<file path="src/rtl/pipe_pkg.sv">
// Shared definitions for the pipe scheduler: FSM encodings, coordinate width,
// gap constant table and the LFSR seed/taps.
package pipe_pkg;

    localparam int COORD_W = 12;

    typedef enum logic [1:0] {
        ST_IDLE = 2'd0,
        ST_RUN  = 2'd1,
        ST_HALT = 2'd2
    } state_t;

    // Galois form of x^16+x^14+x^13+x^11+1, shifting right
    localparam logic [15:0] LFSR_SEED = 16'hACE1;
    localparam logic [15:0] LFSR_TAPS = 16'hB400;

    // Gap centres handed out in cyclic order when the LFSR is not built in
    function automatic logic [COORD_W-1:0] gap_table(input logic [3:0] idx);
        logic [COORD_W-1:0] val;
        case (idx)
            4'd0:    val = 12'd220;
            4'd1:    val = 12'd130;
            4'd2:    val = 12'd310;
            4'd3:    val = 12'd290;
            4'd4:    val = 12'd160;
            4'd5:    val = 12'd370;
            4'd6:    val = 12'd120;
            4'd7:    val = 12'd390;
            4'd8:    val = 12'd275;
            4'd9:    val = 12'd225;
            4'd10:   val = 12'd100;
            4'd11:   val = 12'd130;
            4'd12:   val = 12'd190;
            4'd13:   val = 12'd340;
            4'd14:   val = 12'd280;
            default: val = 12'd90;
        endcase
        return val;
    endfunction

endpackage

</file>
<file path="src/rtl/pipe_scheduler_if.sv">
// Control/status bundle between the game logic and the pipe scheduler.
// master = game/input side, slave = scheduler.
interface pipe_scheduler_if
    import pipe_pkg::*;
#(
    parameter int NPIPE = 3
);
    logic                       i_physics_stb;
    logic                       i_start;
    logic                       i_collide;
    logic [1:0]                 o_state;
    logic [NPIPE-1:0]           o_pipe_valid;
    logic [COORD_W*NPIPE-1:0]   o_pipe_x;
    logic [COORD_W*NPIPE-1:0]   o_pipe_y;
    logic [15:0]                o_score;
    logic                       o_score_pulse;

    modport master (
        output i_physics_stb, i_start, i_collide,
        input  o_state, o_pipe_valid, o_pipe_x, o_pipe_y, o_score, o_score_pulse
    );

    modport slave (
        input  i_physics_stb, i_start, i_collide,
        output o_state, o_pipe_valid, o_pipe_x, o_pipe_y, o_score, o_score_pulse
    );
endinterface

</file>
<file path="src/rtl/gap_gen.sv">
// Gap-centre generator. Default build walks the constant table, restarting at
// entry 0 whenever i_clear is high. With PIPE_LFSR_EN defined, a free-running
// 16-bit Galois LFSR supplies GAP_MIN + lfsr[7:0] instead.
module gap_gen
    import pipe_pkg::*;
#(
    parameter int GAP_MIN = 100
) (
    input  logic               i_clk,
    input  logic               i_rst,
    input  logic               i_clear,
    input  logic               i_advance,
    output logic [COORD_W-1:0] o_gap
);
`ifdef PIPE_LFSR_EN
    logic [15:0] lfsr_q;
    logic [15:0] lfsr_d;
    logic        unused_ctrl;

    // The LFSR runs every cycle, so clear/advance play no part here
    assign unused_ctrl = i_clear | i_advance;

    // One Galois step per clock
    always_comb begin
        lfsr_d = {1'b0, lfsr_q[15:1]};
        if (lfsr_q[0]) begin
            lfsr_d = lfsr_d ^ LFSR_TAPS;
        end
    end

    // LFSR register, seeded on reset only
    always_ff @(posedge i_clk) begin
        if (i_rst) begin
            lfsr_q <= LFSR_SEED;
        end else begin
            lfsr_q <= lfsr_d;
        end
    end

    assign o_gap = COORD_W'(GAP_MIN) + {4'd0, lfsr_q[7:0]};
`else
    logic [3:0] idx_q;
    logic [3:0] idx_d;

    // Table index: restart on clear, step on each spawn
    always_comb begin
        idx_d = idx_q;
        if (i_clear) begin
            idx_d = 4'd0;
        end else if (i_advance) begin
            idx_d = idx_q + 4'd1;
        end
    end

    // Index register
    always_ff @(posedge i_clk) begin
        if (i_rst) begin
            idx_q <= 4'd0;
        end else begin
            idx_q <= idx_d;
        end
    end

    assign o_gap = gap_table(idx_q);
`endif
endmodule

</file>
<file path="src/rtl/pipe_scheduler.sv">
// Game sequencer for the scrolling pipes: IDLE/RUN/HALT FSM, NPIPE pipe slots
// that scroll/retire/spawn on each physics strobe, and the score counter.
// Gap source selected by PIPE_LFSR_EN inside gap_gen (table when undefined).
module pipe_scheduler
    import pipe_pkg::*;
#(
    parameter int NPIPE   = 3,
    parameter int SPEED   = 7,
    parameter int SPAWN_X = 680,
    parameter int SPACING = 280,
    parameter int BIRD_X  = 160,
    parameter int GAP_MIN = 100
) (
    input  logic              i_clk,
    input  logic              i_rst,
    pipe_scheduler_if.slave   bus
);
    localparam logic [COORD_W-1:0] SPEED_C   = COORD_W'(SPEED);
    localparam logic [COORD_W-1:0] SPAWN_C   = COORD_W'(SPAWN_X);
    localparam logic [COORD_W-1:0] BIRD_C    = COORD_W'(BIRD_X);
    localparam logic [15:0]        D_SPEED   = 16'(SPEED);
    localparam logic [15:0]        D_SPACING = 16'(SPACING);

    state_t             state_q;
    state_t             state_d;
    logic [15:0]        dist_q;
    logic [15:0]        dist_d;
    logic [15:0]        score_q;
    logic [15:0]        score_d;
    logic               pulse_q;
    logic               pulse_d;
    logic [NPIPE-1:0]   valid_vec;
    logic [NPIPE-1:0]   free_vec;
    logic [NPIPE-1:0]   pick_vec;
    logic [NPIPE-1:0]   cross_vec;
    logic [COORD_W-1:0] gap;
    logic               run_stb;
    logic               go_run;
    logic               clear_slots;
    logic               spawn_due;
    logic               spawn;
    logic [16:0]        score_sum;

    // A collision in the same cycle as a strobe wins: that strobe is dropped
    assign run_stb     = (state_q == ST_RUN) && bus.i_physics_stb && !bus.i_collide;
    assign go_run      = (state_q == ST_IDLE) && bus.i_start;
    assign clear_slots = (state_q == ST_IDLE) || ((state_q == ST_HALT) && bus.i_start);
    assign free_vec    = ~valid_vec;
    // Isolate the lowest set bit: lowest-index slot that was free before the strobe
    assign pick_vec    = free_vec & (~free_vec + NPIPE'(1));
    assign spawn_due   = (dist_q + D_SPEED) >= D_SPACING;
    assign spawn       = run_stb && spawn_due && (|free_vec);

    gap_gen #(
        .GAP_MIN   (GAP_MIN)
    ) u_gap_gen (
        .i_clk     (i_clk),
        .i_rst     (i_rst),
        .i_clear   (state_q == ST_IDLE),
        .i_advance (spawn),
        .o_gap     (gap)
    );

    // Game FSM next state
    always_comb begin
        state_d = state_q;
        case (state_q)
            ST_IDLE: if (bus.i_start)   state_d = ST_RUN;
            ST_RUN:  if (bus.i_collide) state_d = ST_HALT;
            ST_HALT: if (bus.i_start)   state_d = ST_IDLE;
            default:                    state_d = ST_IDLE;
        endcase
    end

    // FSM state register
    always_ff @(posedge i_clk) begin
        if (i_rst) begin
            state_q <= ST_IDLE;
        end else begin
            state_q <= state_d;
        end
    end

    // Spawn distance and saturating score; distance pins at SPACING while all slots are busy
    always_comb begin
        dist_d    = dist_q;
        score_d   = score_q;
        pulse_d   = 1'b0;
        score_sum = {1'b0, score_q} + 17'($countones(cross_vec));
        if (go_run) begin
            dist_d  = D_SPACING;
            score_d = 16'd0;
        end else if (run_stb) begin
            if (spawn_due) begin
                dist_d = (|free_vec) ? 16'd0 : D_SPACING;
            end else begin
                dist_d = dist_q + D_SPEED;
            end
            score_d = score_sum[16] ? 16'hFFFF : score_sum[15:0];
            pulse_d = |cross_vec;
        end
    end

    // Distance/score/pulse registers
    always_ff @(posedge i_clk) begin
        if (i_rst) begin
            dist_q  <= 16'd0;
            score_q <= 16'd0;
            pulse_q <= 1'b0;
        end else begin
            dist_q  <= dist_d;
            score_q <= score_d;
            pulse_q <= pulse_d;
        end
    end

    for (genvar gi = 0; gi < NPIPE; gi++) begin : g_slot
        logic               valid_q;
        logic               valid_d;
        logic [COORD_W-1:0] x_q;
        logic [COORD_W-1:0] x_d;
        logic [COORD_W-1:0] y_q;
        logic [COORD_W-1:0] y_d;
        logic [COORD_W-1:0] x_moved;

        assign x_moved        = x_q - SPEED_C;
        assign cross_vec[gi]  = valid_q && (x_q > SPEED_C) && (x_q >= BIRD_C) && (x_moved < BIRD_C);
        assign valid_vec[gi]  = valid_q;
        assign bus.o_pipe_x[COORD_W*gi +: COORD_W] = x_q;
        assign bus.o_pipe_y[COORD_W*gi +: COORD_W] = y_q;

        // Slot update: scroll or retire a live pipe, or take a new spawn if picked
        always_comb begin
            valid_d = valid_q;
            x_d     = x_q;
            y_d     = y_q;
            if (clear_slots) begin
                valid_d = 1'b0;
            end else if (run_stb) begin
                if (valid_q) begin
                    if (x_q <= SPEED_C) begin
                        valid_d = 1'b0;
                    end else begin
                        x_d = x_moved;
                    end
                end else if (spawn && pick_vec[gi]) begin
                    valid_d = 1'b1;
                    x_d     = SPAWN_C;
                    y_d     = gap;
                end
            end
        end

        // Slot registers
        always_ff @(posedge i_clk) begin
            if (i_rst) begin
                valid_q <= 1'b0;
                x_q     <= '0;
                y_q     <= '0;
            end else begin
                valid_q <= valid_d;
                x_q     <= x_d;
                y_q     <= y_d;
            end
        end
    end

    assign bus.o_state       = state_q;
    assign bus.o_pipe_valid  = valid_vec;
    assign bus.o_score       = score_q;
    assign bus.o_score_pulse = pulse_q;

endmodule

</file>
<file path="src/flat_wrapper.sv">
// flat-port wrapper written by rule: the top's interface ports become plain ports
module pipe_scheduler_flat import pipe_pkg::*;
#(
    parameter int NPIPE   = 3,
    parameter int SPEED   = 7,
    parameter int SPAWN_X = 680,
    parameter int SPACING = 280,
    parameter int BIRD_X  = 160,
    parameter int GAP_MIN = 100
)
  (i_clk, i_rst, bus_i_physics_stb, bus_i_start, bus_i_collide, bus_o_state, bus_o_pipe_valid, bus_o_pipe_x, bus_o_pipe_y, bus_o_score, bus_o_score_pulse);
  pipe_scheduler_if #(.NPIPE(NPIPE)) bus_i ();
  input  logic i_clk;
  input  logic i_rst;
  input wire logic [$bits(bus_i.i_physics_stb)-1:0] bus_i_physics_stb;
  input wire logic [$bits(bus_i.i_start)-1:0] bus_i_start;
  input wire logic [$bits(bus_i.i_collide)-1:0] bus_i_collide;
  output wire logic [$bits(bus_i.o_state)-1:0] bus_o_state;
  output wire logic [$bits(bus_i.o_pipe_valid)-1:0] bus_o_pipe_valid;
  output wire logic [$bits(bus_i.o_pipe_x)-1:0] bus_o_pipe_x;
  output wire logic [$bits(bus_i.o_pipe_y)-1:0] bus_o_pipe_y;
  output wire logic [$bits(bus_i.o_score)-1:0] bus_o_score;
  output wire logic [$bits(bus_i.o_score_pulse)-1:0] bus_o_score_pulse;
  assign bus_i.i_physics_stb = bus_i_physics_stb;
  assign bus_i.i_start = bus_i_start;
  assign bus_i.i_collide = bus_i_collide;
  assign bus_o_state = bus_i.o_state;
  assign bus_o_pipe_valid = bus_i.o_pipe_valid;
  assign bus_o_pipe_x = bus_i.o_pipe_x;
  assign bus_o_pipe_y = bus_i.o_pipe_y;
  assign bus_o_score = bus_i.o_score;
  assign bus_o_score_pulse = bus_i.o_score_pulse;
  pipe_scheduler #(.NPIPE(NPIPE), .SPEED(SPEED), .SPAWN_X(SPAWN_X), .SPACING(SPACING), .BIRD_X(BIRD_X), .GAP_MIN(GAP_MIN)) u_core (.i_clk(i_clk), .i_rst(i_rst), .bus(bus_i));
endmodule
</file>
<file path="config.mk">
export PLATFORM = sky130hd
export DESIGN_NAME = pipe_scheduler_flat
export DESIGN_NICKNAME = d
export VERILOG_FILES = /design/src/rtl/pipe_pkg.sv /design/src/rtl/pipe_scheduler_if.sv /design/src/rtl/gap_gen.sv /design/src/rtl/pipe_scheduler.sv /design/src/flat_wrapper.sv
export SDC_FILE = /design/constraint.sdc
export NUM_CORES = 1
export LEC_CHECK = 0
export ABC_CLOCK_PERIOD_IN_PS = 8100
export CAP_MARGIN = 0
export CORE_MARGIN = 2
export CORE_UTILIZATION = 58
export CTS_CLUSTER_DIAMETER = 30
export CTS_CLUSTER_SIZE = 14
export DETAILED_ROUTE_END_ITERATION = 16
export PLACE_DENSITY = 0.84
export SLEW_MARGIN = 40
export SYNTH_ARGS = -nofsm -noshare
export SYNTH_HDL_FRONTEND = slang
export SYNTH_HIERARCHICAL = 1
export SYNTH_SLANG_ARGS = --single-unit
</file>
<file path="constraint.sdc">
create_clock -name i_clk -period 8.1 [get_ports i_clk]
set_input_delay 1.215 -clock i_clk [delete_from_list [all_inputs] [get_ports i_clk]]
set_output_delay 1.215 -clock i_clk [all_outputs]
set_load 0.01 [all_outputs]
</file>
==> summary.txt <==
Yosys
  • Post-synthesis adder-cell area fraction: 3.46%
  • Synth top area share: 39.6%
  • Simple-gate area share of the yosys netlist: 22.7%
  • Mean Syn Cell Area: 8.53 um2
  • Post-synthesis mux area share: 4.13%
  • Xor and xnor area share after synthesis: 5.22%
  • Cell count after synthesis: 728
  • Synth top area cells: dfxtp_1, a21oi_1, nor2_1
  • Sequential-to-total area share from yosys stat: 39.6%
  • Main combinational cell family by area after synthesis: simple AND/OR/NAND/NOR gates
  • Synth Flop Type: dfxtp_1
  • Post-synth EDFFs: 0
  • Unique masters post-synth: 74
  • Synthesis Warnings: 6
  • Compound-gate portion of the synthesized area: 19.4%
  • Async SR Flop Fraction: 0%
  • Mapped Area: 0.00621 mm2
  • Leading area contributor after synthesis: dfxtp_1
  • Synthesized flop and latch total: 123

Clock network
  • CTS Root Cell: clkbuf_8
  • Hold_buf cts: 0
  • Clk_lat worst skew: 0.53 ns
  • Post-CTS Resized: 0
  • Num CTS Buffers: 17
  • CTS Buffer Depth: 2
  • H-tree level count: 4
  • Clock sink count: 123
  • CTS tree: built
  • Clock Pin Slew Worst Setup and Hold Paths: 0.06 ns
  • Post-CTS setup repair buffer count: 0

Layout
  • Ratio of cells with drive above 1 in the final layout: 8.08%
  • Post-route insts no fill: 953
  • Most frequent cells in the layout: dfxtp_1, clkdlybuf4s50_1, nor2_1
  • Layout Nets: 827
  • # diodes: 0
  • Final core occ: 75.5%
  • Synth-to-layout area growth: 26.1%
  • Commonest non-fill, non-tap cell in the layout: dfxtp_1

Setup path
  • Crit Path Class: flop to flop
  • Crit path required time: 8.56 ns
  • CP endpoint kind: flop
  • Crit Path Max Fanout: 35
  • Crit-path max cell delay: 0.60 ns
  • Worst path cell trace: inv_1, ha_1, nor2b_1, nor3_1, and3_1, a31oi_1, o31ai_4, buf_4, nor2_1, mux2i_1, nor2_1, inv_1, ha_1, nor3_1, nand4b_1
  • Crit path DAT: 5.11 ns
  • CP max stage cell: a31oi_1
  • CP startpoint kind: flop

STA
  • Final number of setup-violating endpoints: 0
  • Hold Vio Cnt, Final: 0
  • Slew headroom: 48.9%
  • Clock Skew: 0.00705 ns
  • Post-Route Setup TNS: 0 ns
  • Period minus WS final: 4.65 ns
  • Slew Viols, Final: 0
  • Final WS setup: 3.45 ns
  • Tcrit/Tclk final: 57.4%
  • RSZ-0062 raised after global routing: no
  • Worst-margin pin slew: 0.766 ns
  • Max Freq: 0.215 GHz

Flow run
  • Max-cap viol count: 0

Drt
  • Metal3 WL: 1.43 mm
  • Starting DRT DRC Count: 528
  • DR vias/cell: 6.28
  • Number of routed nets with antenna violations: 0
  • Met2 wire length: 8.25 mm
  • WL final: 17.3 mm
  • Vias: 5982
  • Top sig layer: met4
  • Routed length per instance: 18.2 um
  • Initial DRT Pass Iterations: 5
  • M1 WL: 7.08 mm
  • DR DRC count: 0

Floorplan
  • Die X: 108 um
  • Core Area: 0.0104 mm2
  • Initial core utilization: 59.9%
  • I/O pin total: 99
  • DIE AREA: 0.0116 mm2
  • Die Y: 108 um
  • Num rows: 37

Power and ir drop
  • Clock share of power: 54.6%
  • Pwr Density: 187 mW/mm2
  • Total leakage power: 2.83 nW
  • VDD IR max: 0.000105 V
  • Switching share of power: 20.7%
  • Cell internal pwr: 0.00116 W
  • Flop pwr share: 41.9%
  • Net Sw Power: 0.000304 W
  • Share of total power in combinational logic: 3.4%

GRT
  • Vias in the first global route: 5764
  • GRT Overall Usage: 30.4%
  • Total gr overflow: 0
  • Largest net degree at the start of global routing: 72
  • Initial antenna violation count: 0
  • First-pass GRT wire length: 27.9 mm

Placement
  • IO buf count: 98
  • HPWL after detailed placement: 11.3 mm
  • Placed Cells: 923
  • Dpl ws: 3.43 ns
  • Routability Congestion: 0.904

Min path
  • Type of the most critical hold path: flop to flop

Status
  • Status: finished, final reports clean
path summary, 6_finish.rpt:
path	from	endpoint	slack [ns]	cells after the start
setup / recovery	u_core/dist_q[0]	u_core/u_gap_gen/o_gap[7]	3.45	15
hold / removal	u_core/g_slot[0].x_q[11]	u_core/g_slot[0].x_q[11]	0.46	2
setup reg to reg	u_core/dist_q[0]	u_core/u_gap_gen/o_gap[7]	3.45	15
hold reg to reg	u_core/g_slot[0].x_q[11]	u_core/g_slot[0].x_q[11]	0.46	2
metrics by stage:
stage | hold WS, ns | cell area (um2) | total power, W
global route | 0.461 | 7830 | 0.00151
detailed placement | 0.448 | 7210 | 0.000677
floorplan | 0.451 | 6220 | 0.000661
finish | 0.457 | 7830 | 0.00147
global placement | 0.444 | 7210 | 0.000675
CTS | 0.454 | 7830 | 0.00147
worst max-delay path: cells and delay by family, from the launching register on:
kind	cells	cell delay, ns
flip-flops	1	0.33
multiplexers	1	0.21
buffers and inverters	3	0.55
adder cells (fa/ha/maj)	2	0.64
AND/OR/NAND/NOR	7	2.09
AO/OA/AOI/OAI	2	0.74
kinds of logic (layout without fill, tap and decap cells):
logic type | count (synthesis) | in the layout
and+or+nand+nor | 270 | 270
AOI/OAI and AO/OA | 180 | 180
DFF | 123 | 123
buffers and inverters | 76 | 163
xor gates and xnor gates | 37 | 37
muxes | 25 | 25
adders and majority gates | 16 | 16
other | 1 | 3
cells in the mapped netlist (4+ instances only):
cell type and count:
nor3b_1 6, o21a_1 5, or4_1 5, nand2b_1 6
inv_1 28, nor3_1 29, a211oi_1 7, a21oi_1 57
a21o_1 5, clkbuf_1 32, o31ai_1 6, nand3_1 41
nand4_1 14, ha_1 14, buf_2 6, a31oi_1 12
or2_2 4, buf_4 7, a31o_2 13, nor2_1 73
xnor2_1 22, mux2i_1 23, or3_1 10, a311oi_1 6
o31a_1 4, o21ai_0 33, dfxtp_1 123, nor4b_1 15
nand2_1 35, xor2_1 15, and3_1 8, nor4_1 6
layout make-up:
cell class | count | area [um2]
tap | 136 | 170
clock buffer | 24 | 490
inverter | 29 | 114
timing repair buffer | 104 | 1020
fill | 741 | 2540
multi-input combinational | 531 | 3440
sequential | 123 | 2460
clock inverter | 6 | 134
sequential cells by signal (all words and copies together), names as in the netlist:
name and cells:
u_core/g_slot.x_q 36, u_core/g_slot.y_q 36, u_core/bus.o_state 2, u_core/bus.o_score 16, u_core/g_slot.valid_q 3, u_core/bus.o_score_pulse 1
u_core/u_gap_gen/idx_q 4, u_core/dist_q 16, u_core/u_gap_gen/o_gap 9
routing by layer:
metal | global-route usage, % | vias to the layer above
li1 | - | 2802
met1 | 37.9 | 2836
met2 | 48.6 | 290
met3 | 8.29 | 54
met4 | 14.5 | 0
met5 | 0 | -
power groups by stage:
stage	Combinational, W	Clock (W)	Sequential, W
2_1_floorplan	0.0000341	0	0.000627
3_3_place_gp	0.0000472	0	0.000628
3_5_place_dp	0.0000484	0	0.000628
4_1_cts	0.0000489	0.000803	0.000615
5_1_grt	0.0000546	0.000839	0.000616
6_report	0.0000503	0.000802	0.000616
Note: power is estimated with default switching activity, not from simulation.
